==> src/rtl/pal_timing_pkg.sv <==
// pal_timing_pkg: shared PAL line-timing types and constants.
package pal_timing_pkg;
  typedef enum logic [1:0] {IDLE, PULSE, HOLDOFF} state_t;
  localparam int CLK_HZ    = 3579545;
  localparam int LINES_PAL = 312;
  localparam int PULSE_3US = 11;
  function automatic int max_int(input int a, input int b);
    return (a > b) ? a : b;
  endfunction
endpackage

==> src/rtl/sync_edge_detect.sv <==
// sync_edge_detect: 3-flop synchroniser with polarity-selectable edge strobe.
module sync_edge_detect #(
  parameter bit EDGE_RISE = 1'b0,
  parameter bit RESET_LVL = 1'b1
) (
  input  logic i_clk,
  input  logic i_rst_n,
  input  logic i_sync,
  output logic o_trig
);
  logic [2:0] r_sync;
  always_ff @(posedge i_clk or negedge i_rst_n)
    if (!i_rst_n) r_sync <= {3{RESET_LVL}};
    else r_sync <= {r_sync[1:0], i_sync};
  assign o_trig = EDGE_RISE ? (~r_sync[2] & r_sync[1]) : (r_sync[2] & ~r_sync[1]);
endmodule

==> src/rtl/line_sync_pulse_gen.sv <==
// line_sync_pulse_gen: sync-edge triggered fixed-width line pulse with holdoff,
// line counter, line parity and field toggle.
module line_sync_pulse_gen
  import pal_timing_pkg::*;
#(
  parameter int PULSE_LEN   = PULSE_3US,
  parameter int HOLDOFF_LEN = 200,
  parameter int LINES       = LINES_PAL,
  parameter bit EDGE_RISE   = 1'b0,
  localparam int CNT_W  = $clog2(max_int(PULSE_LEN, HOLDOFF_LEN) + 1),
  localparam int LINE_W = (LINES > 1) ? $clog2(LINES) : 1
) (
  input  logic              i_clk,
  input  logic              i_rst_n,
  input  logic              i_en,
  input  logic              i_sync,
  output logic              o_q,
  output logic              o_q2,
  output logic              o_field,
  output logic [LINE_W-1:0] o_line_cnt,
  output logic              o_busy,
  output logic              o_err
);
  localparam logic [CNT_W-1:0]  PULSE_INI = CNT_W'(PULSE_LEN - 1);
  localparam logic [CNT_W-1:0]  HOLD_INI  = (HOLDOFF_LEN > 0) ? CNT_W'(HOLDOFF_LEN - 1) : '0;
  localparam logic [CNT_W-1:0]  CNT_ONE   = CNT_W'(1);
  localparam logic [LINE_W-1:0] LINE_LAST = LINE_W'(LINES - 1);
  localparam logic [LINE_W-1:0] LINE_ONE  = LINE_W'(1);
  state_t            r_state;
  logic [CNT_W-1:0]  r_cnt;
  logic [LINE_W-1:0] r_line;
  logic              r_q, r_q2, r_field, r_busy, r_err;
  logic              w_trig;
  sync_edge_detect #(.EDGE_RISE(EDGE_RISE), .RESET_LVL(!EDGE_RISE)) u_sync (
    .i_clk  (i_clk),
    .i_rst_n(i_rst_n),
    .i_sync (i_sync),
    .o_trig (w_trig)
  );
  // One down-counter serves both the pulse width and the holdoff window.
  always_ff @(posedge i_clk or negedge i_rst_n)
    if (!i_rst_n) begin
      r_state <= IDLE;
      r_cnt   <= '0;
      r_line  <= '0;
      r_q     <= 1'b1;
      r_q2    <= 1'b0;
      r_field <= 1'b0;
      r_busy  <= 1'b0;
      r_err   <= 1'b0;
    end else begin
      r_err <= 1'b0;
      if (!i_en) begin
        r_state <= IDLE;
        r_busy  <= 1'b0;
        r_q     <= 1'b1;
        r_cnt   <= '0;
      end else begin
        case (r_state)
          IDLE: if (w_trig) begin
            r_state <= PULSE;
            r_busy  <= 1'b1;
            r_q     <= 1'b0;
            r_cnt   <= PULSE_INI;
            r_line  <= (r_line == LINE_LAST) ? '0 : r_line + LINE_ONE;
            if (r_line == LINE_LAST) r_field <= ~r_field;
          end
          PULSE: begin
            r_err <= w_trig;
            if (r_cnt == '0) begin
              r_q     <= 1'b1;
              r_q2    <= ~r_q2;
              r_state <= (HOLDOFF_LEN > 0) ? HOLDOFF : IDLE;
              r_busy  <= (HOLDOFF_LEN > 0);
              r_cnt   <= HOLD_INI;
            end else r_cnt <= r_cnt - CNT_ONE;
          end
          HOLDOFF: begin
            r_err <= w_trig;
            if (r_cnt == '0) begin
              r_state <= IDLE;
              r_busy  <= 1'b0;
            end else r_cnt <= r_cnt - CNT_ONE;
          end
          default: begin
            r_state <= IDLE;
            r_busy  <= 1'b0;
          end
        endcase
      end
    end
  assign o_q        = r_q;
  assign o_q2       = r_q2;
  assign o_field    = r_field;
  assign o_line_cnt = r_line;
  assign o_busy     = r_busy;
  assign o_err      = r_err;
endmodule

==> config.mk <==
export PLATFORM = sky130hd
export DESIGN_NAME = line_sync_pulse_gen
export DESIGN_NICKNAME = d
export VERILOG_FILES = /design/src/rtl/pal_timing_pkg.sv /design/src/rtl/sync_edge_detect.sv /design/src/rtl/line_sync_pulse_gen.sv
export SDC_FILE = /design/constraint.sdc
export NUM_CORES = 1
export LEC_CHECK = 0
export ABC_AREA = 1
export CAP_MARGIN = 10
export CORE_ASPECT_RATIO = 1.75
export CORE_MARGIN = 1
export CORE_UTILIZATION = 40
export CTS_CLUSTER_SIZE = 16
export DETAILED_ROUTE_END_ITERATION = 10
export PLACE_DENSITY = 0.67
export REMOVE_ABC_BUFFERS = 1
export SYNTH_ARGS = -nofsm -noshare
export SYNTH_HDL_FRONTEND = slang
export SYNTH_SLANG_ARGS = --single-unit
==> constraint.sdc <==
create_clock -name i_clk -period 1.6 [get_ports i_clk]
set_input_delay 0.48 -clock i_clk [delete_from_list [all_inputs] [get_ports i_clk]]
set_output_delay 0.48 -clock i_clk [all_outputs]
set_load 0.01 [all_outputs]
Word-level counts from Yosys, hierarchy flattened
Index checks and enable logic that the tools add are counted.
{ "word_totals": {"reg_bits": 27, "in_bits": 4, "output_inout_bits": 14} }
{ "classes": {"n_addsub": 2, "eq_ne": 9, "n_mux": 21, "bitwise": 4, "reduce_logical": 9} }
{ "op_table": {"columns": ["cell", "count"], "rows": [
  ["$mux 8", 4],
  ["$pmux 8 s3", 1],
  ["$reduce_and 3->1", 5],
  ["$add 9x1->9 const B", 1],
  ["$eq 9x9->1 const B", 1],
  ["$mux 9", 1],
  ["$ne 3x3->1 const B", 3],
  ["$logic_not 8->1", 1],
  ["$mux 1", 8],
  ["$mux 2", 4],
  ["$sub 8x1->8 const B", 1],
  ["$pmux 2 s3", 1],
  ["$ne 4x1->1 const B", 1],
  ["$reduce_and 4->1", 1],
  ["$ne 3x1->1 const B", 1],
  ["$ne 3x2->1 const B", 1],
  ["$not 1->1", 3],
  ["$pmux 1 s3", 1],
  ["$eq 2x1->1 const B", 1],
  ["$eq 2x2->1 const B", 1],
  ["$logic_not 2->1", 1],
  ["$pmux 1 s2", 1],
  ["$reduce_or 2->1", 1],
  ["$and 1x1->1", 1]
]} }

Longest topological paths before layout
Gate-level depths: netlist of run 1.
{ "logic_depth": {"word_depth": 5, "mapped_depth": 11} }

Modules after synthesis
From an unflattened synthesis of run 1, not the netlist that was laid out.
{ "hier_totals": {"hier_cells": 215, "area_unflattened_um2": 1634.1} }
{ "modules_own_cells": {"columns": ["module", "instances", "cells_per_inst", "area_per_inst_um2", "seq_area_each_um2"], "rows": [
  ["line_sync_pulse_gen", 1, 210, 1545.2, 601.8],
  ["sync_edge_detect", 1, 5, 88.8, 78.8]
]} }

Least setup slack after synthesis of run 1
Ideal clock, no wire load.
{ "synth_path": {"kind": "register to register", "startpoint": "reg r_state[0]", "endpoint": "reg r_cnt[7]", "arrival_ns": 1.322, "t_required_ns": 1.484, "path_slack_ns": 0.162, "stages_incl_launch_ff": 12, "n_path_buf": 1, "path_cell_list": "dfrtp_1 -> inv_1 -> ha_1 -> nor2_1 -> nand3_1 -> nand2_1 -> inv_1 -> nand2_2 -> buf_6 -> nor2_2 -> nand2_1 -> nand2_1"} }
{ "synth_between": {"elab_chain_len": 3} }
{ "synth_lines": {"columns": ["item", "line_no", "rtl"], "rows": [
  ["start, declared", "line_sync_pulse_gen.sv:29", "state_t r_state;"],
  ["start signal, assigned", "line_sync_pulse_gen.sv:73", "r_state <= (HOLDOFF_LEN > 0) ? HOLDOFF : IDLE;"],
  ["$eq 2x2->1, or another cell as far along", "line_sync_pulse_gen.sv:59", "case (r_state)"],
  ["$ne 4x1->1 (no source line), or another cell as far along", null, null],
  ["$reduce_and 3->1 (no source line) or $mux 8 (tied branches)", null, null],
  ["end signal, assigned", "line_sync_pulse_gen.sv:76", "end else r_cnt <= r_cnt - CNT_ONE;"],
  ["end signal, assigned", "line_sync_pulse_gen.sv:83", "end else r_cnt <= r_cnt - CNT_ONE;"],
  ["end, declared", "line_sync_pulse_gen.sv:30", "logic [CNT_W-1:0] r_cnt;"]
]} }
Several ways; a longest one is shown, not always the timed one.
A chain may end at the register's enable or synchronous reset.

Final worst setup path of run 1
{ "layout_path": {"startpoint": "reg r_state[1]", "endpoint": "reg r_line[6] (netlist: o_line_cnt[6])"} }
{ "layout_between": {"elab_chain_len": 2} }
{ "layout_lines": {"columns": ["item", "line_no", "rtl"], "rows": [
  ["$logic_not 2->1", "line_sync_pulse_gen.sv:59", null],
  ["$reduce_and 3->1 (no source line)", null, null],
  ["end signal, assigned", "line_sync_pulse_gen.sv:65", "r_line <= (r_line == LINE_LAST) ? '0 : r_line + LINE_ONE;"],
  ["end, declared", "line_sync_pulse_gen.sv:31", "logic [LINE_W-1:0] r_line;"]
]} }
No other way between the ends.

==> key figures, run 1 <==
Outcome
  • Status: completed

Die
  • Die Y-Extent: about 87 um
  • I/O Pins: 18
  • Core region area: between 0.003 and 0.004 mm^2
  • Std-Cell Rows: 30
  • Initial Util: 0.422
  • Die ar.: roughly 0.0044 mm^2
  • Die W: a little over 50 um

Synth
  • YS warnings: 0
  • Synth unique cells: 24
  • Yosys top cell area share: 0.349
  • Top post-synthesis cells by area: dfrtp_1, nand2_1, inv_1, dfstp_2, nand3_1
  • Synthesized cell area: 0.00165 mm^2
  • Mean Syn Cell Area: 7.26 um^2
  • Mapped Cells: 227
  • Synthesized flop and latch total: 27
  • Area leader, netlist: dfrtp_1
  • Post-synthesis sequential area ratio: 0.413

Setup path
  • Crit path kind: flip-flop to flip-flop
  • CP endpoint kind: flip-flop
  • Critical path buffer and inverter count: 3
  • Critical path depth in cells: 9
  • Cell mode on critical path: inv_1
  • Worst r2r src: r_state[1]
  • CP arrival: 1.73 ns
  • CP delay by family, top: simple AND/OR/NAND/NOR gates
  • CP max-delay cell: dfrtp_1
  • Reg2reg path depth: 9
  • Worst reg-to-reg setup slack: 0.05 ns
  • RR Endpoint: o_line_cnt[6]
  • Crit path from: r_state[1]
  • CP max FO: 4
  • CP endpoint: o_line_cnt[6]
  • WP data required: 1.78 ns
  • Critical path cell sequence: inv_1 -> ha_2 -> nand2_2 -> nor2_4 -> inv_2 -> nor2_2 -> nand2_1 -> xor2_1 -> inv_1
  • CP Launch Type: flip-flop
  • Crit-path max cell delay: 0.42 ns

Clock network
  • TritonCTS Sinks: 27
  • Root Driver: clkbuf_8
  • CTS tree: yes
  • CTS max path bufs: 2
  • Cts bufs inserted: 3
  • Htree depth: 1
  • Worst-Skew Late Latency: 0.28 ns
  • Clock slew seen by the registers of the worst setup and hold paths: 0.10 ns

Detailed routing
  • Antenna-violating nets left: 0
  • DRC viols: 0
  • Vias per cell: 4.72
  • Drt wl/cell: 12.0 um
  • Vias: approximately 1500
  • Total wire length: 3800 um
  • DR iter-0 viols: 27
  • DR pass1 iterations: 4

Power and ir drop
  • Final total power: 2420 uW
  • PD cells: 1160 mW/mm^2
  • Worst-case vdd ir drop: 0.854 mV
  • Leak: about 0.0011 uW

GRT
  • Largest net degree at the start of global routing: 28
  • Global route total overflow: 0
  • GRT Util Overall: 0.194
  • Initial antenna violation count: 0
  • Vias in the first global route: 1556
  • First-pass GRT wire length: ~6400 um

STA
  • Fin crit share: 0.967
  • Final Worst Setup Slack: 0.0528 ns
  • Endpoints failing setup: 0
  • Minimum clock period: 1.55 ns
  • Clk_skew: 0.00683 ns
  • Max Clock Freq: between 0.6 and 0.7 GHz
  • Slew @ Worst Pin: slightly above 0.3 ns
  • Max-slew violations: 0
  • RSZ-0062 raised after global routing: yes
  • Max_slew headroom: 0.797
  • Hold Fails Final Rpt: 0

Layout
  • Fin cells: 316
  • N_diodes: 0
  • Final net count: 279
  • Layout area overhead: 27.2%
  • Share of cells above drive strength 1: 0.201
  • Post-layout util: 0.537
  • Post-route cell area: 0.00210 mm^2

Placement
  • Post-place setup slack: -0.277 ns
  • Placed inst area: 0.00202 mm^2
  • Final HPWL DP: roughly 3000 um
  • Dpl cells: between 300 and 400
  • GP Congestion: between 0.9 and 1
  • I/O Buffers: 17

Run
  • Max-Cap Viols: 0

Hold path
  • Worst hold path stage count: 0
  • Hold crit path type: flip-flop to flip-flop
[cell usage in the layout, fill, tap and decap left out, types with 3 or more instances in the layout]
| cell type | netlist | final |
|---|---|---|
| buf_4 | 1 | 22 |
| clkbuf_8 | 0 | 3 |
| clkdlybuf4s50_1 | 0 | 3 |
| dfrtp_1 | 23 | 23 |
| dfstp_2 | 4 | 4 |
| dlygate4sd2_1 | 0 | 13 |
| ha_2 | 0 | 4 |
| inv_1 | 38 | 38 |
| nand2_1 | 71 | 70 |
| nand2_2 | 4 | 4 |
| nand3_1 | 19 | 19 |
| nor2_1 | 18 | 16 |
| nor2_2 | 4 | 6 |
| nor2_4 | 3 | 3 |
| nor3_1 | 7 | 7 |
| o21ai_0 | 12 | 11 |
| xor2_1 | 3 | 3 |
[layer usage]
metal / wire length [um] / track usage
met5: 0 / 0
met2: 2340 / 0.425
met3: 47 / 0.0122
met4: 40 / 0.0833
met1: 1370 / 0.164
[power by group]
group          internal (uW)  leakage, uW  switching, uW
logic                    460     0.000759            628
clock network            183    0.0000261            228
registers                821     0.000341            104
[cell families after synthesis]
kind of cell / after synthesis / synth area share
adders and majority gates: 6 / 0.0455
xor gates and xnor gates: 5 / 0.0266
and+or+nand+nor: 132 / 0.365
AOI/OAI and AO/OA: 15 / 0.0470
DFF: 27 / 0.413
buffers and inverters: 42 / 0.103
[sequential cells by signal, summed over array words and instances, names as in the netlist]
register and cells:
o_err 1, o_q 1, r_state 2, o_line_cnt 9
r_cnt 8, u_sync.r_sync 3, o_busy 1, o_field 1
o_q2 1
[Yosys cell counts]
library cell,count
a21oi_1,2
buf_2,1
buf_4,1
buf_6,1
dfrtp_1,23
dfstp_2,4
ha_1,6
inv_1,38
inv_2,1
nand2_1,71
nand2_2,4
nand3_1,19
nand3_2,2
nand3b_1,1
nand4_1,1
nor2_1,18
nor2_2,4
nor2_4,3
nor3_1,7
nor3_2,2
o21a_1,1
o21ai_0,12
xnor2_1,2
xor2_1,3
[worst register-to-register path: stages (launching register included)]
cell     delay [ns]
dfrtp_1        0.42
inv_1          0.11
ha_2           0.24
nand2_2        0.08
nor2_4         0.15
inv_2          0.05
nor2_2         0.13
nand2_1        0.08
xor2_1         0.13
inv_1          0.06
[area by class of cell]
| type | count | area, um^2 |
|---|---|---|
| Sequential cell | 27 | 681 |
| Clock inverter | 1 | 8.76 |
| Tap cell | 48 | 60.1 |
| Multi-Input combinational cell | 158 | 821 |
| Fill cell | 402 | 1810 |
| Clock buffer | 3 | 41.3 |
| Inverter | 39 | 146 |
| Timing Repair Buffer | 40 | 339 |
[timing repair]
item                       in CTS  in global routing
resized for setup              15                  9
setup buffers                   1                  2
pin swaps                       0                  1
setup endpoints to repair      17                 15
hold buffers                    0                  0
[worst min path at each step]
stage,startpoint,to,slack (ns)
floorplan,i_rst_n,o_busy,0.18
global placement,u_sync.r_sync[0],u_sync.r_sync[1],0.35
detailed placement,u_sync.r_sync[0],u_sync.r_sync[1],0.35
CTS,u_sync.r_sync[0],u_sync.r_sync[1],0.37
global route,u_sync.r_sync[0],u_sync.r_sync[1],0.37
finish,u_sync.r_sync[0],u_sync.r_sync[1],0.36
[per-stage QoR]
| stage | hold WS (ns) | setup TNS, ns |
|---|---|---|
| detailed placement | 0.350 | -3.40 |
| floorplan | 0.184 | 0 |
| CTS | 0.366 | 0 |
| global placement | 0.346 | -2.98 |
| finish | 0.363 | 0 |
| global route | 0.371 | -0.137 |
Note: power is estimated with default switching activity, not from simulation.
==> inputs of run 2 (changes only) <==
Settings changed: CORE_ASPECT_RATIO 1.75 to 0.7.
==> run 2 against run 1 <==
Critical path depth unchanged. Clock power fell by 2%. Clock skew about the same. Critical endpoint unchanged.
==> key figures, run 2 (synthesis results as in run 1) <==
Outcome
  • Status: completed

STA
  • Minimum clock period: 1.54 ns (-0.00400 ns)
  • Endpoints failing setup: 0 (unchanged)
  • Max_slew headroom: 0.772 (-0.0248)
  • Hold Fails Final Rpt: 0 (unchanged)
  • Max Clock Freq: 0.648 GHz (+0.26%)
  • Slew @ Worst Pin: 0.340 ns (+0.0370 ns)
  • RSZ-0062 raised after global routing: yes
  • Hold WS: 0.361 ns (-0.00205 ns)
  • Clk_skew: 0.00687 ns (+0.0000416 ns)
  • Fin crit share: 0.965 (-0.00250)
  • Final Worst Setup Slack: 0.0568 ns (+0.00400 ns)
  • Max-slew violations: 0 (unchanged)

Layout
  • Multi-input gate area: 867 um^2 (+5.6%)
  • Final net count: 279 (unchanged)
  • Fillers: 384 (-4.5%)
  • Share of cells above drive strength 1: 0.220 (+0.0187)
  • Reg area: 682 um^2 (+0.18%)
  • Commonest non-fill, non-tap cell in the layout: nand2_1
  • Most frequent cells in the layout: nand2_1, inv_1, dfrtp_1
  • Post-route cell area: 0.00214 mm^2 (+2.2%)
  • N_diodes: 0 (unchanged)
  • Layout area overhead: 30.0%
  • Largest register FFs: 9 (unchanged)
  • Fin cells: 320 (+1.3%)

Die
  • Die Y-Extent: 55.7 um (-36%)
  • Die W: 78.7 um (+56%)
  • I/O Pins: 18 (unchanged)
  • Std-Cell Rows: 19 (-37%)
  • Initial Util: 0.418 (-0.00455)
  • Core region area: 0.00395 mm^2 (+1.1%)
  • Die ar.: 0.00439 mm^2 (-0.13%)

Hold path
  • Hold crit path type: flip-flop to flip-flop
  • Worst hold path startpoint: u_sync.r_sync[0]
  • Hold path endpoint: u_sync.r_sync[1]
  • Worst hold path stage count: 0 (unchanged)

Setup path
  • Worst r2r src: r_state[1]
  • RR Endpoint: o_line_cnt[6]
  • Worst reg-to-reg setup slack: 0.06 ns (about the same)
  • Reg2reg path depth: 9 (unchanged)
  • Crit path kind: flip-flop to flip-flop
  • WP data required: 1.77 ns (about the same)
  • CP Launch Type: flip-flop
  • CP arrival: 1.72 ns (about the same)
  • CP max FO: 6 (+2)
  • CP endpoint kind: flip-flop

Placement
  • Dpl cells: 309 (unchanged)
  • GP Congestion: 0.839 (-7.1%)
  • I/O Buffers: 17 (unchanged)
  • Post-place setup slack: -0.274 ns (+0.00291 ns)
  • Placed inst area: 0.00199 mm^2 (-1.2%)
  • Final HPWL DP: 2630 um (-13%)

Detailed routing
  • Vias: 1513 (+1.5%)
  • DRC viols: 0 (unchanged)
  • Drt wl/cell: 11.3 um (-5.9%)
  • DR iter-0 viols: 66 (+140%)
  • DR pass1 iterations: 4 (unchanged)
  • Total wire length: 3620 um (-4.8%)
  • Antenna-violating nets left: 0 (unchanged)
  • Vias per cell: 4.73 (+0.27%)

Power and ir drop
  • Combinational power share: 0.454 (+0.005)
  • Clk pwr share: 0.166 (-0.003)
  • Leak: 0.00114 uW (+0.90%)
  • Internal Power: 1460 uW (about the same)
  • Worst-case vdd ir drop: 0.736 mV (-14%)
  • Reg power frac: 0.381 (about the same)
  • Net Sw Power: 973 uW (+1.4%)
  • PD cells: 1140 mW/mm^2 (-1.7%)
  • Switching part of the total: 0.399 (+0.00333)

GRT
  • Global route total overflow: 0 (unchanged)
  • Largest net degree at the start of global routing: 28 (unchanged)
  • Initial antenna violation count: 0 (unchanged)
  • First-pass GRT wire length: 5950 um (-7.4%)
  • Vias in the first global route: 1329 (-15%)
  • GRT Util Overall: 0.173 (-0.0212)

Clock network
  • Worst-Skew Late Latency: 0.28 ns (about the same)
  • CTS tree: yes
  • Root Driver: clkbuf_8
  • Clock slew seen by the registers of the worst setup and hold paths: 0.10 ns (about the same)
  • TritonCTS Sinks: 27 (unchanged)
  • Htree depth: 1 (unchanged)
  • CTS max path bufs: 2 (unchanged)
  • Cts bufs inserted: 3 (unchanged)

Run
  • Max-Cap Viols: 0 (unchanged)
-- run 2: changes by cell type in the layout (fill, tap and decap cells not counted), sizes merged --
cell | before | now
nand2 | 75 | 76
inv | 40 | 39
clkinvlp | 0 | 1
clkdlybuf4s50 | 3 | 2
dlymetal6s2s | 0 | 1
buf | 23 | 22
-- run 2: worst max path at each step --
| stage | from | end | cells past startpoint |
|---|---|---|---|
| 3_5_place_dp | i_en | r_cnt[4] | 9 |
| 6_report | r_state[1] | o_line_cnt[6] | 9 |
| 3_3_place_gp | i_en | o_line_cnt[6] | 8 |
| 4_1_cts | r_state[1] | o_line_cnt[6] | 9 |
| 2_1_floorplan | r_state[0] | o_line_cnt[6] | 9 |
| 5_1_grt | r_state[1] | o_line_cnt[6] | 9 |
-- run 2: metrics by stage --
| step | power (uW) | util | setup TNS [ns] |
|---|---|---|---|
| 2_1_floorplan | 1570 | - | 0 |
| 3_3_place_gp | 2010 | 0.505 | -2.99 |
| 3_5_place_dp | 2010 | 0.505 | -3.62 |
| 4_1_cts | 2380 | 0.519 | 0 |
| 5_1_grt | 2640 | 0.543 | -0.0322 |
| 6_report | 2440 | 0.543 | 0 |
-- run 2: area by class of cell --
type	count	share of cell area
Timing Repair Buffer	39	0.156
Multi-Input combinational cell	159	0.405
Inverter	39	0.0683
Clock buffer	3	0.0193
Clock inverter	1	0.00350
Tap cell	52	0.0304
Sequential cell	27	0.318
-- run 2: metal layers --
metal  share of wire  global-route usage
met1            0.53               0.273
met4          0.0069              0.0238
met2            0.41               0.240
met5               0                   0
met3           0.051              0.0443
-- run 2: repair_timing --
item | CTS | global route
buffers inserted | 2 | 4
pin swaps | 1 | 4
gates cloned | 0 | 1
gates resized for setup | 16 | 19
hold buffers | 0 | 0
setup endpoints to repair | 21 | 15
-- run 2: power groups by stage --
stage | clock (uW) | sequential, uW | combinational, uW
global route | 441 | 944 | 1250
global placement | 0 | 944 | 1060
CTS | 423 | 924 | 1030
finish | 404 | 927 | 1110
detailed placement | 0 | 946 | 1070
floorplan | 0 | 996 | 573
-- run 2: critical path, stage by stage (launching register included) --
cell and delay (ns):
dfrtp_1 0.42, inv_2 0.12, ha_4 0.19, nand2_4 0.07, nor2_4 0.19, inv_2 0.08, nor2_4 0.15, nand2_2 0.06
xor2_1 0.12, inv_1 0.05
